`src/rtl/motion_box_if.sv`:
```
// Delta-mask stream into motion_box plus the per-frame bounding-box result.
interface motion_box_if #(
    parameter int INPUT_WIDTH = 10,
    parameter int COORD_WIDTH = 10,
    parameter int COUNT_WIDTH = 20
) ();
    logic                   enable;
    logic                   sof;
    logic [INPUT_WIDTH-1:0] delta_pixel;
    logic [COUNT_WIDTH-1:0] min_count;
    logic [COORD_WIDTH-1:0] box_x_min;
    logic [COORD_WIDTH-1:0] box_x_max;
    logic [COORD_WIDTH-1:0] box_y_min;
    logic [COORD_WIDTH-1:0] box_y_max;
    logic [COUNT_WIDTH-1:0] box_count;
    logic                   box_found;
    logic                   box_valid;
    logic                   frame_abort;

    modport master (
        output enable, sof, delta_pixel, min_count,
        input  box_x_min, box_x_max, box_y_min, box_y_max,
               box_count, box_found, box_valid, frame_abort
    );

    modport slave (
        input  enable, sof, delta_pixel, min_count,
        output box_x_min, box_x_max, box_y_min, box_y_max,
               box_count, box_found, box_valid, frame_abort
    );
endinterface

```
`src/rtl/motion_box.sv`:
```
// Per-frame bounding box and active-pixel count of the delta motion mask.
// Define MOTION_BOX_NOISE_FILTER_EN to require two consecutive active pixels in a line.
//
// state | meaning
// IDLE  | waiting for an enabled sof pixel
// SCAN  | walking the frame, accumulating box and count
module motion_box #(
    parameter int INPUT_WIDTH  = 10,
    parameter int FRAME_WIDTH  = 640,
    parameter int FRAME_HEIGHT = 480,
    parameter int COORD_WIDTH  = 10,
    parameter int COUNT_WIDTH  = 20
) (
    input  logic        clk,
    input  logic        areset,
    motion_box_if.slave bus
);
    localparam logic [COORD_WIDTH-1:0] X_LAST = COORD_WIDTH'(FRAME_WIDTH - 1);
    localparam logic [COORD_WIDTH-1:0] Y_LAST = COORD_WIDTH'(FRAME_HEIGHT - 1);

    typedef enum logic {IDLE, SCAN} state_t;

    state_t                 state;
    logic [COORD_WIDTH-1:0] x, y;
    logic [COORD_WIDTH-1:0] acc_x_min, acc_x_max, acc_y_min, acc_y_max;
    logic [COUNT_WIDTH-1:0] acc_count;

    logic                   restart, beat, abort, pix_on, active, wrap, last, found;
    logic [COORD_WIDTH-1:0] cur_x, cur_y;
    logic [COORD_WIDTH-1:0] base_x_min, base_x_max, base_y_min, base_y_max;
    logic [COORD_WIDTH-1:0] nx_x_min, nx_x_max, nx_y_min, nx_y_max;
    logic [COUNT_WIDTH-1:0] base_count, nx_count;
    logic                   unused_pixel_bits;

    assign unused_pixel_bits = ^bus.delta_pixel[INPUT_WIDTH-2:0];

`ifdef MOTION_BOX_NOISE_FILTER_EN
    logic prev_on;
`endif

    always_comb begin
        restart = bus.enable && bus.sof;
        beat    = bus.enable && (restart || state == SCAN);
        abort   = restart && state == SCAN;
        pix_on  = bus.delta_pixel[INPUT_WIDTH-1];
        // An sof pixel always starts from position (0,0) with fresh accumulators.
        cur_x      = restart ? '0 : x;
        cur_y      = restart ? '0 : y;
        base_x_min = restart ? '1 : acc_x_min;
        base_x_max = restart ? '0 : acc_x_max;
        base_y_min = restart ? '1 : acc_y_min;
        base_y_max = restart ? '0 : acc_y_max;
        base_count = restart ? '0 : acc_count;
`ifdef MOTION_BOX_NOISE_FILTER_EN
        active = pix_on && prev_on && !restart && cur_x != '0;
`else
        active = pix_on;
`endif
        nx_x_min = base_x_min;
        nx_x_max = base_x_max;
        nx_y_min = base_y_min;
        nx_y_max = base_y_max;
        nx_count = base_count;
        if (active) begin
            if (cur_x < base_x_min) nx_x_min = cur_x;
            if (cur_x > base_x_max) nx_x_max = cur_x;
            if (cur_y < base_y_min) nx_y_min = cur_y;
            if (cur_y > base_y_max) nx_y_max = cur_y;
            if (base_count != '1)   nx_count = base_count + COUNT_WIDTH'(1);
        end
        wrap  = cur_x == X_LAST;
        last  = wrap && cur_y == Y_LAST;
        found = nx_count >= bus.min_count;
    end

    always_ff @(posedge clk or posedge areset) begin
        if (areset) begin
            state           <= IDLE;
            x               <= '0;
            y               <= '0;
            acc_x_min       <= '0;
            acc_x_max       <= '0;
            acc_y_min       <= '0;
            acc_y_max       <= '0;
            acc_count       <= '0;
            bus.box_x_min   <= '0;
            bus.box_x_max   <= '0;
            bus.box_y_min   <= '0;
            bus.box_y_max   <= '0;
            bus.box_count   <= '0;
            bus.box_found   <= 1'b0;
            bus.box_valid   <= 1'b0;
            bus.frame_abort <= 1'b0;
`ifdef MOTION_BOX_NOISE_FILTER_EN
            prev_on         <= 1'b0;
`endif
        end else begin
            bus.box_valid   <= 1'b0;
            bus.frame_abort <= abort;
            if (beat) begin
                acc_x_min <= nx_x_min;
                acc_x_max <= nx_x_max;
                acc_y_min <= nx_y_min;
                acc_y_max <= nx_y_max;
                acc_count <= nx_count;
`ifdef MOTION_BOX_NOISE_FILTER_EN
                prev_on   <= pix_on && !wrap;
`endif
                if (last) begin
                    state         <= IDLE;
                    x             <= '0;
                    y             <= '0;
                    bus.box_count <= nx_count;
                    bus.box_found <= found;
                    bus.box_x_min <= found ? nx_x_min : '0;
                    bus.box_x_max <= found ? nx_x_max : '0;
                    bus.box_y_min <= found ? nx_y_min : '0;
                    bus.box_y_max <= found ? nx_y_max : '0;
                    bus.box_valid <= !abort;
                end else begin
                    state <= SCAN;
                    if (wrap) begin
                        x <= '0;
                        y <= cur_y + COORD_WIDTH'(1);
                    end else begin
                        x <= cur_x + COORD_WIDTH'(1);
                        y <= cur_y;
                    end
                end
            end
        end
    end
endmodule

```
`src/flat_wrapper.sv`:
```
// flat-port wrapper written by rule: the top's interface ports become plain ports
module motion_box_flat 
#(
    parameter int INPUT_WIDTH  = 10,
    parameter int FRAME_WIDTH  = 640,
    parameter int FRAME_HEIGHT = 480,
    parameter int COORD_WIDTH  = 10,
    parameter int COUNT_WIDTH  = 20
)
  (clk, areset, bus_enable, bus_sof, bus_delta_pixel, bus_min_count, bus_box_x_min, bus_box_x_max, bus_box_y_min, bus_box_y_max, bus_box_count, bus_box_found, bus_box_valid, bus_frame_abort);
  motion_box_if #(.INPUT_WIDTH(INPUT_WIDTH), .COORD_WIDTH(COORD_WIDTH), .COUNT_WIDTH(COUNT_WIDTH)) bus_i ();
  input  logic clk;
  input  logic areset;
  input wire logic [$bits(bus_i.enable)-1:0] bus_enable;
  input wire logic [$bits(bus_i.sof)-1:0] bus_sof;
  input wire logic [$bits(bus_i.delta_pixel)-1:0] bus_delta_pixel;
  input wire logic [$bits(bus_i.min_count)-1:0] bus_min_count;
  output wire logic [$bits(bus_i.box_x_min)-1:0] bus_box_x_min;
  output wire logic [$bits(bus_i.box_x_max)-1:0] bus_box_x_max;
  output wire logic [$bits(bus_i.box_y_min)-1:0] bus_box_y_min;
  output wire logic [$bits(bus_i.box_y_max)-1:0] bus_box_y_max;
  output wire logic [$bits(bus_i.box_count)-1:0] bus_box_count;
  output wire logic [$bits(bus_i.box_found)-1:0] bus_box_found;
  output wire logic [$bits(bus_i.box_valid)-1:0] bus_box_valid;
  output wire logic [$bits(bus_i.frame_abort)-1:0] bus_frame_abort;
  assign bus_i.enable = bus_enable;
  assign bus_i.sof = bus_sof;
  assign bus_i.delta_pixel = bus_delta_pixel;
  assign bus_i.min_count = bus_min_count;
  assign bus_box_x_min = bus_i.box_x_min;
  assign bus_box_x_max = bus_i.box_x_max;
  assign bus_box_y_min = bus_i.box_y_min;
  assign bus_box_y_max = bus_i.box_y_max;
  assign bus_box_count = bus_i.box_count;
  assign bus_box_found = bus_i.box_found;
  assign bus_box_valid = bus_i.box_valid;
  assign bus_frame_abort = bus_i.frame_abort;
  motion_box #(.INPUT_WIDTH(INPUT_WIDTH), .FRAME_WIDTH(FRAME_WIDTH), .FRAME_HEIGHT(FRAME_HEIGHT), .COORD_WIDTH(COORD_WIDTH), .COUNT_WIDTH(COUNT_WIDTH)) u_core (.clk(clk), .areset(areset), .bus(bus_i));
endmodule
```
`config.mk`:
```
export PLATFORM = sky130hd
export DESIGN_NAME = motion_box_flat
export DESIGN_NICKNAME = d
export VERILOG_FILES = /design/src/rtl/motion_box_if.sv /design/src/rtl/motion_box.sv /design/src/flat_wrapper.sv
export SDC_FILE = /design/constraint.sdc
export NUM_CORES = 1
export LEC_CHECK = 0
export ABC_AREA = 0
export CAP_MARGIN = 25
export CORE_MARGIN = 4
export CORE_UTILIZATION = 57
export DETAILED_ROUTE_END_ITERATION = 10
export GPL_TIMING_DRIVEN = 0
export HOLD_SLACK_MARGIN = 0.03
export PLACE_DENSITY = 0.84
export SETUP_SLACK_MARGIN = 0.1
export SYNTH_ARGS = -nofsm -noshare
export SYNTH_HDL_FRONTEND = slang
export SYNTH_SLANG_ARGS = --single-unit
```
`constraint.sdc`:
```
create_clock -name clk -period 5.7 [get_ports clk]
set_clock_uncertainty 0.1 [all_clocks]
set_input_delay 0.57 -clock clk [delete_from_list [all_inputs] [get_ports clk]]
set_output_delay 0.57 -clock clk [all_outputs]
set_load 0.005 [all_outputs]
```
==> results.json, run 1 <==
{
  "die_area_mm2": 0.0168,
  "port_buffers": 86,
  "hold_viol_final": 0,
  "swShare": 0.272,
  "synthDistinctLibCells": 64,
  "final_cell_area_mm2": 0.0102,
  "drt_pass1_iterations": 5,
  "cts_root_buf": "clkbuf_16",
  "hp-class": "reg -> reg",
  "cp-start-kind": "input pin",
  "worst_r2r_endpoint": "u_core.bus.box_x_max[7]",
  "worst_path_largest_cell_delay_ns": 0.53,
  "ys_async_sr_fraction": 1.00,
  "fin_util": 0.702,
  "dpl-instance-area_mm2": 0.00957,
  "drive_gt1_frac": 0.0703,
  "wire_per_inst_um": 19.6,
  "antenna_found_initial": 0,
  "fin_nets": 1135,
  "num_antenna_cells": 0,
  "start_util": 0.581,
  "end_kind": "flop",
  "status": "completed",
  "chipWidth_um": 130,
  "critPathKind": "in -> reg",
  "ys_warn_count": 0,
  "place_inst": 1205,
  "fp-row-count": 44,
  "path_max_fanout": 10,
  "overflow": 0,
  "path_common_cell": "buf_6",
  "pwr-share-clk": 0.440,
  "drt_iter0_markers": 784,
  "cts.sinks": 144,
  "postRouteAntennaNets": 0,
  "tightestPinTransition_ns": 0.951,
  "rsz0062_at_grt": "no",
  "comb_power_share": 0.125,
  "h-tree-depth": 4,
  "grt_util_all_layers": 0.300,
  "total_power_mw": 2.52,
  "timing.final.crit_share": 0.933,
  "hold_depth": 2,
  "area_delta_synth_final_pct": 20.8,
  "ys_seq_elements": 144,
  "synthesis.area_mm2": 0.00844,
  "sequentialPowerShare": 0.435,
  "cp_top_family": "buffers and inverters",
  "grt_pass1_vias": 7651,
  "rrSetupSlack_ns": 1.19,
  "min_from": "u_core.bus.box_count[10]",
  "setup_viol": 0,
  "min_to": "u_core.bus.box_count[10]",
  "cts_max_path_buffers": 2,
  "synth-edff-count": 0,
  "reg2reg_from": "u_core.acc_count[3]",
  "p_per_area_mw_per_mm2": 247,
  "r2r_cells": 15,
  "place_congestion": 0.963,
  "crit_cells": 21,
  "ys_seq_area_frac": 0.427,
  "fin_crit_ns": 5.32,
  "clk_latency_ns": 0.43,
  "tritoncts": "built",
  "syn_avg_cell_area_um2": 9.04,
  "critPathSlowestCell": "o41a_1",
  "max_clock_freq_mhz": 188,
  "ir_drop_uv": 197,
  "drc_errors": 0,
  "cts_setup_buffers": 0,
  "critical_path_arrival_ns": 5.52,
  "required_ns": 5.90,
  "synthCells": 934,
  "grt_pass1_wl_um": 39400,
  "grt_max_degree": 99,
  "power_switching_mw": 0.683,
  "cts_buffers": 17,
  "max_cap_viol_count": 0,
  "stdcell_count": 1237,
  "syn_nets": 1029,
  "clk_pin_slew_ns": 0.06,
  "p_leak_nw": 4.55,
  "crit_chain": "clkdlybuf4s50_1 -> buf_6 -> nand2_1 -> clkbuf_4 -> clkbuf_4 -> and2_1 -> ha_2 -> nand3_4 -> o41a_1 -> clkbuf_1 -> nand2_1 -> xor2_1 -> ha_1 -> a211oi_1 -> o21ai_0 -> a211oi_2 -> a31oi_4 -> nor2_4 -> buf_6 -> buf_6 -> a21oi_1",
  "die_h_um": 130,
  "num_io_pins": 97,
  "cp.buffers_inverters": 7,
  "coreArea_mm2": 0.0145,
  "avgViaCountPerCell": 6.41,
  "slew_headroom": 0.363,
  "vias": 7926,
  "nFillCells": 1124,
  "yosys_most_used_dff": "dfrtp_1",
  "dp_hpwl_um": 17300,
  "finalWirelength_um": 24200,
  "slew_violations": 0,
  "intPower_mw": 1.83,
  "cts_hold_buffers": 0
}
area by class of cell:
type | instances | area [um2] | share of cell area
Buffer | 46 | 206 | 0.0202
Clock buffer | 19 | 443 | 0.0434
Clock inverter | 13 | 139 | 0.0136
Inverter | 42 | 163 | 0.0159
Multi-Input combinational cell | 702 | 4530 | 0.444
Sequential cell | 144 | 3600 | 0.353
Tap cell | 184 | 230 | 0.0226
Timing Repair Buffer | 87 | 888 | 0.0871
power by group through the flow:
stage               Combinational (mW)  Clock [mW]  Sequential (mW)
floorplan                        0.215           0             1.10
detailed placement               0.304           0             1.11
global route                     0.347        1.16             1.10
finish                           0.315        1.11             1.10
global placement                 0.292           0             1.11
CTS                              0.307        1.11             1.09
worst max-delay path by stage:
stage | slack (ns) | to | start
global placement | -0.98 | u_core.bus.box_y_max[9] | bus_sof
detailed placement | -1.06 | u_core.bus.box_x_max[7] | bus_sof
CTS | 0.14 | u_core.bus.box_x_max[7] | bus_sof
finish | 0.38 | u_core.bus.box_x_max[7] | bus_sof
floorplan | 0.95 | u_core.bus.box_x_min[7] | bus_enable
global route | 0.12 | u_core.bus.box_y_min[3] | bus_sof
Yosys cell counts, types with 5 or more instances:
cell type / number / area share
a211oi_1: 17 / 0.015
a21o_1: 6 / 0.0053
a21oi_1: 44 / 0.026
a22o_1: 13 / 0.013
a2bb2oi_1: 10 / 0.010
a31oi_1: 10 / 0.0074
and2_1: 17 / 0.013
and3_1: 12 / 0.0089
and4_1: 5 / 0.0052
clkbuf_1: 37 / 0.016
dfrtp_1: 144 / 0.43
ha_1: 61 / 0.090
inv_1: 41 / 0.018
mux2_2: 15 / 0.020
nand2_1: 118 / 0.052
nand2b_1: 5 / 0.0037
nand3_1: 27 / 0.016
nand4_1: 26 / 0.019
nor2_1: 100 / 0.044
nor2b_1: 8 / 0.0059
nor3_1: 38 / 0.023
nor4_1: 10 / 0.0074
o21ai_0: 37 / 0.022
o221ai_1: 6 / 0.0062
o22a_1: 10 / 0.010
o22ai_1: 8 / 0.0059
o2bb2ai_1: 10 / 0.010
o31ai_1: 6 / 0.0053
or4_1: 5 / 0.0044
xnor2_1: 13 / 0.013
xor2_1: 14 / 0.015
state kept, by name, summed over array words and instances (netlist names), 10 cells and up:
name and cells:
u_core.acc_count 20, u_core.acc_x_max 10, u_core.acc_x_min 10, u_core.acc_y_max 10, u_core.acc_y_min 10, u_core.bus.box_count 20
u_core.bus.box_x_max 10, u_core.bus.box_x_min 10, u_core.bus.box_y_max 10, u_core.bus.box_y_min 10, u_core.x 10, u_core.y 10
worst reg2reg max path, stage by stage, from the launching register on:
cell and delay (ns):
dfrtp_1 0.37, a21boi_1 0.48, nor4bb_1 0.70, nand4_1 0.24
nor4_1 0.46, xnor2_1 0.22, nor2_1 0.07, ha_1 0.32
nand4_1 0.14, nor3_1 0.29, o31ai_1 0.17, a31oi_4 0.34
nor2_4 0.08, buf_6 0.15, buf_6 0.15, a21oi_1 0.15
cells by family (layout without fill, tap and decap cells):
group                    Yosys count  count (layout)  share of synthesized area
AO/OA/AOI/OAI                    210             210                      0.171
XOR/XNOR                          27              27                     0.0280
adder cells (fa/ha/maj)           61              61                     0.0904
buffers and inverters             88             207                     0.0422
flip-flops                       144             144                      0.427
multiplexers                      17              17                     0.0224
AND/OR/NAND/NOR                  387             387                      0.219
placed cells by master (no fill, tap or decap), drive strengths merged, types with 14 or more instances in the layout:
cell type      instances
nand4                 26
inv                   43
clkbuf                56
o21ai                 40
a211oi                17
clkdlybuf4s50         86
mux2                  15
and2                  17
nand3                 27
a21oi                 44
ha                    61
nand2                118
nor2                 102
nor3                  38
xor2                  14
dfrtp                144
metal layers:
metal  GRT usage  part of all wire  vias to the layer above
met5           0                 0                        -
met3      0.0520             0.087                       99
met2       0.445              0.45                      415
met4       0.155             0.048                        0
met1       0.423              0.42                     3822
li1            -                 -                     3590
timing repair:
action,CTS,global route
hold endpoints to repair,0,0
gates cloned,0,0
setup endpoints to repair,41,41
gates resized for setup,6,8
stage by stage:
stage / hold slack (ns) / setup TNS (ns) / setup slack, ns
after floorplan: 0.361 / 0 / 0.954
after global placement: 0.360 / -156.70 / -0.984
after detailed placement: 0.372 / -40.04 / -1.06
after CTS: 0.384 / 0 / 0.144
after global routing: 0.402 / 0 / 0.118
final: 0.378 / 0 / 0.381
Power figures use the tool's default switching activity.
==> run 2, diff against run 1 <==
--- a/config.mk
+++ b/config.mk
@@ -6,6 +6,7 @@
 export NUM_CORES = 1
 export LEC_CHECK = 0
 export ABC_AREA = 0
+export ABC_CLOCK_PERIOD_IN_PS = 5700
 export CAP_MARGIN = 25
 export CORE_MARGIN = 4
 export CORE_UTILIZATION = 57
==> results of run 2 <==
Final layout, timing and power as in run 1 (identical DEF).
==> run 3, diff against run 2 <==
--- a/config.mk
+++ b/config.mk
@@ -11,7 +11,7 @@
 export CORE_MARGIN = 4
 export CORE_UTILIZATION = 57
 export DETAILED_ROUTE_END_ITERATION = 10
-export GPL_TIMING_DRIVEN = 0
+export GPL_TIMING_DRIVEN = 1
 export HOLD_SLACK_MARGIN = 0.03
 export PLACE_DENSITY = 0.84
 export SETUP_SLACK_MARGIN = 0.1
==> results.json, run 3 (synthesized netlist as in run 1, its figures left out) <==
{
  "slew_headroom": 0.373,
  "wire_per_inst_um": 18.6,
  "h-tree-depth": 4,
  "worst_path_largest_cell_delay_ns": 0.64,
  "critPathSlowestCell": "o41a_1",
  "antenna_found_initial": 0,
  "cts_hold_buffers": 0,
  "p_per_area_mw_per_mm2": 256,
  "grt_pass1_wl_um": 36800,
  "cts.sinks": 144,
  "drive_gt1_frac": 0.0795,
  "vias": 7652,
  "total_power_mw": 2.60,
  "fin_crit_ns": 4.86,
  "end_kind": "flop",
  "area_delta_synth_final_pct": 20.7,
  "die_area_mm2": 0.0168,
  "layout_common_cells": "144 x dfrtp_1, 117 x nand2_1, 100 x nor2_1",
  "nFillCells": 1090,
  "final_common_cell": "dfrtp_1",
  "timing.final.crit_share": 0.853,
  "grt_util_all_layers": 0.272,
  "die_h_um": 130,
  "setup_tns_ns": 0,
  "coreArea_mm2": 0.0145,
  "fp-row-count": 44,
  "rsz0062_at_grt": "no",
  "crit_chain": "clkdlybuf4s50_1 -> nand2_2 -> and2_1 -> ha_1 -> nand3_1 -> buf_4 -> o41a_1 -> nand3_1 -> xor2_1 -> ha_1 -> a21o_1 -> nand3_1 -> a21oi_1 -> or4_4 -> nor2_4 -> nor3_1",
  "place_worst_setup_slack_ns": 0.456,
  "dp_hpwl_um": 15500,
  "cts_root_buf": "clkbuf_16",
  "drt_pass1_iterations": 5,
  "seqCellArea_mm2": 0.00360,
  "comb_power_share": 0.115,
  "clk_pin_slew_ns": 0.06,
  "place_congestion": 0.930,
  "max_cap_viol_count": 0,
  "cp-start-kind": "input pin",
  "swShare": 0.252,
  "fin_nets": 1113,
  "worst_slack_ns": 0.835,
  "num_antenna_cells": 0,
  "port_buffers": 87,
  "status": "completed",
  "hp-class": "reg -> reg",
  "power_switching_mw": 0.657,
  "avgViaCountPerCell": 6.30,
  "finalWirelength_um": 22500,
  "cts_max_path_buffers": 2,
  "drc_errors": 0,
  "cp.buffers_inverters": 2,
  "postRouteAntennaNets": 0,
  "required_ns": 5.87,
  "p_leak_nw": 4.61,
  "ir_drop_uv": 202,
  "path_max_fanout": 29,
  "ctsResizeCount": 0,
  "cts_setup_buffers": 0,
  "setup_viol": 0,
  "start_util": 0.581,
  "critPathKind": "in -> reg",
  "path_common_cell": "nand3_1",
  "holdWs_ns": 0.367,
  "grt_max_degree": 109,
  "num_io_pins": 97,
  "grt_pass1_vias": 7460,
  "top_regs": "u_core.acc_count (20), u_core.bus.box_count (20)",
  "tightestPinTransition_ns": 0.937,
  "pwr-share-clk": 0.463,
  "multi_input_area_mm2": 0.00449,
  "chipWidth_um": 130,
  "hold_viol_final": 0,
  "tritoncts": "built",
  "critical_path_arrival_ns": 5.04,
  "max_clock_freq_mhz": 206,
  "clk_latency_ns": 0.43,
  "cp_top_family": "simple AND/OR/NAND/NOR gates",
  "cts_buffers": 17,
  "overflow": 0,
  "rrSetupSlack_ns": 1.04,
  "intPower_mw": 1.95,
  "drt_iter0_markers": 784,
  "sequentialPowerShare": 0.421,
  "slew_violations": 0
}
[run 3: cell types whose count changed in the layout (fill, tap and decap cells not counted), sizes merged]
cell	before	now
clkbuf	56	24
buf	10	24
clkinv	5	2
clkinvlp	5	2
bufinv	2	4
clkdlybuf4s50	86	87
inv	43	42
[run 3: metal layers]
metal  up-vias  part of all wire  track usage
met5         -                 0            0
met1      3671              0.42        0.370
met4         0             0.027        0.106
met3        68             0.077       0.0491
met2       376              0.47        0.437
li1       3537                 -            -
[run 3: power groups by stage]
stage	clock (mW)	sequential, mW	combinational [mW]
2_1_floorplan	0	1.10	0.215
3_3_place_gp	0	1.11	0.281
3_5_place_dp	0	1.11	0.291
4_1_cts	1.21	1.10	0.295
5_1_grt	1.26	1.10	0.332
6_report	1.21	1.10	0.300
[run 3: through the flow]
| step | std cells | area (um2) | utilization |
|---|---|---|---|
| global route | 1215 | 10200 | 0.701 |
| detailed placement | 1182 | 9530 | 0.655 |
| CTS | 1214 | 10200 | 0.699 |
| finish | 1215 | 10200 | 0.701 |
| floorplan | 934 | 8440 | - |
| global placement | 1182 | 9530 | 0.655 |
[run 3: worst register-to-register path, cell delays in order, from the launching register on]
cell and delay [ns]:
dfrtp_1 0.46, nand3_1 0.24, or3_1 0.49, or4_1 0.68, nand4_1 0.22, xor2_1 0.29
nor2_1 0.08, ha_1 0.30, a21o_1 0.18, a21oi_1 0.16, nor2b_1 0.08, or4_4 0.49
nor2_4 0.58, nor3_1 0.17
[run 3: path summary, 6_finish.rpt]
| path | startpoint | to | cells after the start |
|---|---|---|---|
| setup / recovery | bus_sof | u_core.bus.box_y_max[2] | 16 |
| hold / removal | u_core.bus.box_count[10] | u_core.bus.box_count[10] | 2 |
| setup reg to reg | u_core.acc_count[6] | u_core.bus.box_y_max[2] | 13 |
| hold reg to reg | u_core.bus.box_count[10] | u_core.bus.box_count[10] | 2 |
| max in group asynchronous | areset | u_core.acc_y_max[0] | 4 |
| min in group asynchronous | areset | u_core.bus.box_y_max[0] | 2 |
[run 3: area by class of cell]
| class | count | area share |
|---|---|---|
| Sequential cell | 144 | 0.354 |
| Timing Repair Buffer | 111 | 0.105 |
| Multi-Input combinational cell | 702 | 0.440 |
| Inverter | 42 | 0.0160 |
| Tap cell | 184 | 0.0226 |
| Clock buffer | 24 | 0.0473 |
| Clock inverter | 8 | 0.0150 |
